`config.mk`:
```
export PLATFORM = sky130hd
export DESIGN_NAME = bool_tt_sweeper
export DESIGN_NICKNAME = d
export VERILOG_FILES = /design/src/rtl/bool_tt_sweeper.sv
export SDC_FILE = /design/constraint.sdc
export NUM_CORES = 1
export LEC_CHECK = 0
export CORE_ASPECT_RATIO = 0.9
export CORE_MARGIN = 5
export CORE_UTILIZATION = 48
export CTS_CLUSTER_DIAMETER = 60
export DETAILED_ROUTE_END_ITERATION = 7
export PLACE_DENSITY = 0.81
export SYNTH_ARGS = -nofsm -noshare
export SYNTH_HDL_FRONTEND = slang
export SYNTH_SLANG_ARGS = --single-unit
```
`constraint.sdc`:
```
create_clock -name clk -period 6.45 [get_ports clk]
set_input_delay 0.645 -clock clk [delete_from_list [all_inputs] [get_ports clk]]
set_output_delay 0.645 -clock clk [all_outputs]
set_load 0.03 [all_outputs]
```
`src/rtl/bool_tt_sweeper.sv`:
```
// bool_tt_sweeper: drives all 16 ABCD vectors into a boolean cell, captures its truth table and counts mismatches
module bool_tt_sweeper #(
    parameter int SETTLE_CYCLES = 2
) (
    input  logic        clk,
    input  logic        rst,
    input  logic        start,
    input  logic [15:0] expected,
    input  logic        out,
    output logic        A,
    output logic        B,
    output logic        C,
    output logic        D,
    output logic        busy,
    output logic        done,
    output logic [15:0] sig,
    output logic [4:0]  mismatch_cnt,
    output logic        pass
);
    typedef enum logic [1:0] {IDLE, SETTLE, SAMPLE, DONE} state_t;
    localparam state_t     FIRST    = (SETTLE_CYCLES == 0) ? SAMPLE : SETTLE;
    localparam logic [3:0] LAST_CNT = 4'(SETTLE_CYCLES - 1);
    state_t      state_q, state_d;
    logic [3:0]  idx_q, idx_d, cnt_q, cnt_d;
    logic [15:0] exp_q, exp_d, sig_q, sig_d;
    logic [4:0]  mm_q, mm_d;
    logic        pass_q, pass_d;
    logic        hit, miss;
    // only a clean 1 is captured as 1; X or Z captures 0 and always counts as a miss
    always_comb begin
        hit  = (out === 1'b1);
        miss = (out !== exp_q[idx_q]);
    end
    // sweep sequencing: vector stepping, settle timing, capture and scoring
    always_comb begin
        state_d = state_q;
        idx_d   = idx_q;
        cnt_d   = cnt_q;
        exp_d   = exp_q;
        sig_d   = sig_q;
        mm_d    = mm_q;
        pass_d  = pass_q;
        case (state_q)
            IDLE: if (start) begin
                exp_d   = expected;
                idx_d   = 4'd0;
                cnt_d   = 4'd0;
                sig_d   = 16'd0;
                mm_d    = 5'd0;
                pass_d  = 1'b0;
                state_d = FIRST;
            end
            SETTLE: begin
                cnt_d   = (cnt_q == LAST_CNT) ? 4'd0 : cnt_q + 4'd1;
                state_d = (cnt_q == LAST_CNT) ? SAMPLE : SETTLE;
            end
            SAMPLE: begin
                sig_d[idx_q] = hit;
                mm_d         = (miss && mm_q != 5'd16) ? mm_q + 5'd1 : mm_q;
                pass_d       = (idx_q == 4'd15) ? (mm_d == 5'd0) : pass_q;
                idx_d        = (idx_q == 4'd15) ? idx_q : idx_q + 4'd1;
                state_d      = (idx_q == 4'd15) ? DONE : FIRST;
            end
            default: state_d = IDLE;
        endcase
    end
    // state and datapath registers with synchronous reset
    always_ff @(posedge clk) begin
        if (rst) begin
            state_q <= IDLE;
            idx_q   <= 4'd0;
            cnt_q   <= 4'd0;
            exp_q   <= 16'd0;
            sig_q   <= 16'd0;
            mm_q    <= 5'd0;
            pass_q  <= 1'b0;
        end else begin
            state_q <= state_d;
            idx_q   <= idx_d;
            cnt_q   <= cnt_d;
            exp_q   <= exp_d;
            sig_q   <= sig_d;
            mm_q    <= mm_d;
            pass_q  <= pass_d;
        end
    end
    assign {A, B, C, D}  = idx_q;
    assign busy          = (state_q != IDLE);
    assign done          = (state_q == DONE);
    assign sig           = sig_q;
    assign mismatch_cnt  = mm_q;
    assign pass          = pass_q;
endmodule

```
==> out/metrics.yaml <==
status: "completed"
skew_ns: 0.00383
grt_pass1_wl_mm: 8.74
pin_count: 48
dp.cells: 383
syn-mean-instance-area_sq_um: 8.14
ys_ff_latch: 48
detailroute.via_count: 2161
critical-path-slowest-cell: "mux4_1"
cts.hold.buffers_added: 0
fp.coreArea_sq_mm: 0.00480
final_cells: 391
seqCellArea_sq_um: 961
yosysTopAreaCellShare_pct: 40.5
whs_ns: 0.457
slew_viol_final: 0
net_count_final: 353
detail-route-antenna-nets: 0
clock_tree_from_tritoncts: "built"
synth_fp_nets: 319
path_buf_inv: 0
die_area_sq_mm: 0.00644
synth.top_cells.by_area: "dfxtp_1, a21oi_1, nand2_1"
crit_required_ns: 6.64
globalRoute.totalOverflow: 0
power_per_cell_area_mw_per_mm2: 213
area_of_combinational_cells_with_multiple_inputs_sq_mm: 0.00129
drt-initial-drc-count: 160
synth_top_cells_by_count: "nand2_1, dfxtp_1, a21oi_1"
worst_setup_path_start_kind: "register"
dpl_cell_area_sq_mm: 0.00284
slew_headroom_pct: 33.7
post_cts.repair.setup_buffers: 0
postSynth.asyncResetShare_pct: 0
switching_share_pct: 24.3
die_width_um: 84.1
synth_compound_gate_area_share_pct: 16.9
crit_path_largest_cell_delay_ns: 0.63
synth-seq-area-share_pct: 40.5
ctsRootBufferMaster: "clkbuf_8"
rows: 24
path_delay_family: "multiplexers"
fin_setup_tns_ns: 0
detail_route.first_pass.iterations: 4
synthDistinctLibCells: 41
cts.sinks: 48
report.final.hold_viol_count: 0
synth.mux.area_fraction_pct: 5.65
num_antenna_cells: 0
syn_to_final_growth_pct: 25.1
internal_power_mw: 0.477
netSwitchingPower_mw: 0.153
p_leak_nw: 1.02
die_span_in_y_um: 76.7
grt_max_degree: 49
clk_pin_slew_worst_paths_ns: 0.09
wire_per_inst_um: 13.4
final.fill_count: 442
floorplan.initialDensity_pct: 49.3
timing.fmax_mhz: 373
cts.path.max_buffers: 2
worst-path-max-fanout: 9
clockPowerShare_pct: 37.2
max_cap_violations: 0
synth_edf_count: 0
synth_top_cell_by_area: "dfxtp_1"
most_common_cell_in_the_netlist: "nand2_1"
comb_power_share_pct: 12.4
cts_made_buffers: 5
synth_warnings: 0
ir_drop_mv: 0.133
drt-total-wl_mm: 5.24
yosys.area_share.xor_xnor_pct: 1.43
setup.worst_path.class: "register to register"
seq_power_share_pct: 50.4
critical_path.endpoint_type: "register"
grt_pass1_vias: 1857
power.total_mw: 0.630
routabilityCongestion: 0.834
cp.arrival_ns: 2.88
simple_gate_portion_of_the_synthesized_area_pct: 26.1
period_minus_slack_ns: 2.68
dp_hpwl_mm: 3.79
unrepaired_setup_endpoints_after_global_routing: "false"
postSynthCellCount: 291
avgViaCountPerCell: 5.53
hold_path.class: "register to register"
setup_viol: 0
number_of_antenna_violations_at_the_first_check_in_global_routing: 0
fin_area_sq_mm: 0.00297
drcViolationCount: 0
portBuffers: 47
worst_slew_pin_tran_ns: 0.992
yosys.area_share.adder_pct: 4.22
netlist_area_sq_mm: 0.00237
htreeDepth: 2
fin_crit_sh_pct: 41.6
post_route_cells_drive_above_1_share_pct: 4.29
cts_repair_resize_count: 0
worstSkewPairLatency_ns: 0.29
grt_usage_pct: 16.1
largest_family_of_logic_cells_by_synthesized_area: "simple AND/OR/NAND/NOR gates"
synth-main-ff-cell: "dfxtp_1"
path_cells: "mux4_1, mux4_2, xor2_1, a41oi_2, a211o_1"
[routing by layer]
metal | GRT usage (%) | wire, um | up-vias
met3 | 4.50 | 372 | 6
met5 | 0 | 0 | -
li1 | - | - | 1091
met1 | 21.5 | 2390 | 994
met4 | 4.82 | 53 | 0
met2 | 25.3 | 2430 | 70
[worst min-delay path, delay by kind of cell (launching register included)]
family	cells	cell delay, ns
and+or+nand+nor	1	0.05
DFF	1	0.31
AOI/OAI and AO/OA	1	0.05
[cell families after synthesis]
group / after synthesis
adder cells (fa/ha/maj): 8
AO/OA/AOI/OAI: 66
buffers and inverters: 29
flip-flops: 48
AND/OR/NAND/NOR: 131
XOR/XNOR: 3
multiplexers: 6
[power groups by stage]
stage,registers [mW],logic (mW),clock network [mW]
global placement,0.325,0.0755,0
CTS,0.318,0.0784,0.239
floorplan,0.324,0.0495,0
global route,0.319,0.0863,0.251
detailed placement,0.325,0.0781,0
finish,0.317,0.0782,0.235
[final timing paths]
| kind | from | end | slack [ns] | cells after the start |
|---|---|---|---|---|
| min reg2reg | exp_q[10]$_SDFFE_PP0P_ | exp_q[10]$_SDFFE_PP0P_ | 0.46 | 2 |
| max reg2reg | idx_q[0]$_SDFFE_PP0P_ | mismatch_cnt[4]$_SDFFE_PP0P_ | 3.77 | 5 |
| min | exp_q[10]$_SDFFE_PP0P_ | exp_q[10]$_SDFFE_PP0P_ | 0.46 | 2 |
| max | idx_q[0]$_SDFFE_PP0P_ | mismatch_cnt[4]$_SDFFE_PP0P_ | 3.77 | 5 |
[cell type report]
cell class	instances	area share (%)
Multi-Input combinational cell	214	43.5
Sequential cell	48	32.4
Timing Repair Buffer	48	16.1
Tap cell	65	2.74
Clock buffer	7	3.25
Clock inverter	1	1.01
Inverter	8	1.01
[per-stage QoR]
step	utilization, %	worst slack [ns]
3_5_place_dp	59.1	3.79
2_1_floorplan	-	3.81
6_report	61.7	3.77
4_1_cts	61.7	3.75
5_1_grt	61.7	3.63
3_3_place_gp	59.1	3.91
[state kept, by name (all words and copies together), names as in the netlist]
name          count
exp_q            16
sig              16
mismatch_cnt      5
cnt_q             4
idx_q             4
state_q           2
pass              1
[placed cells by master (no fill, tap or decap), types with 2 or more instances in the layout]
cell type and instances:
a21oi_1 38, a31oi_1 2, and2_1 5, clkbuf_8 7, clkdlybuf4s50_1 47, dfxtp_1 48
ha_1 8, inv_1 8, mux4_1 3, mux4_2 2, nand2_1 50, nand2b_1 4
nand3_1 30, nand4_1 4, nor2_1 18, nor2b_1 5, nor3_1 2, nor3b_1 3
nor4_1 4, o211ai_1 15, o21ai_0 3, xor2_1 2
Note: power is estimated with default switching activity, not from simulation.
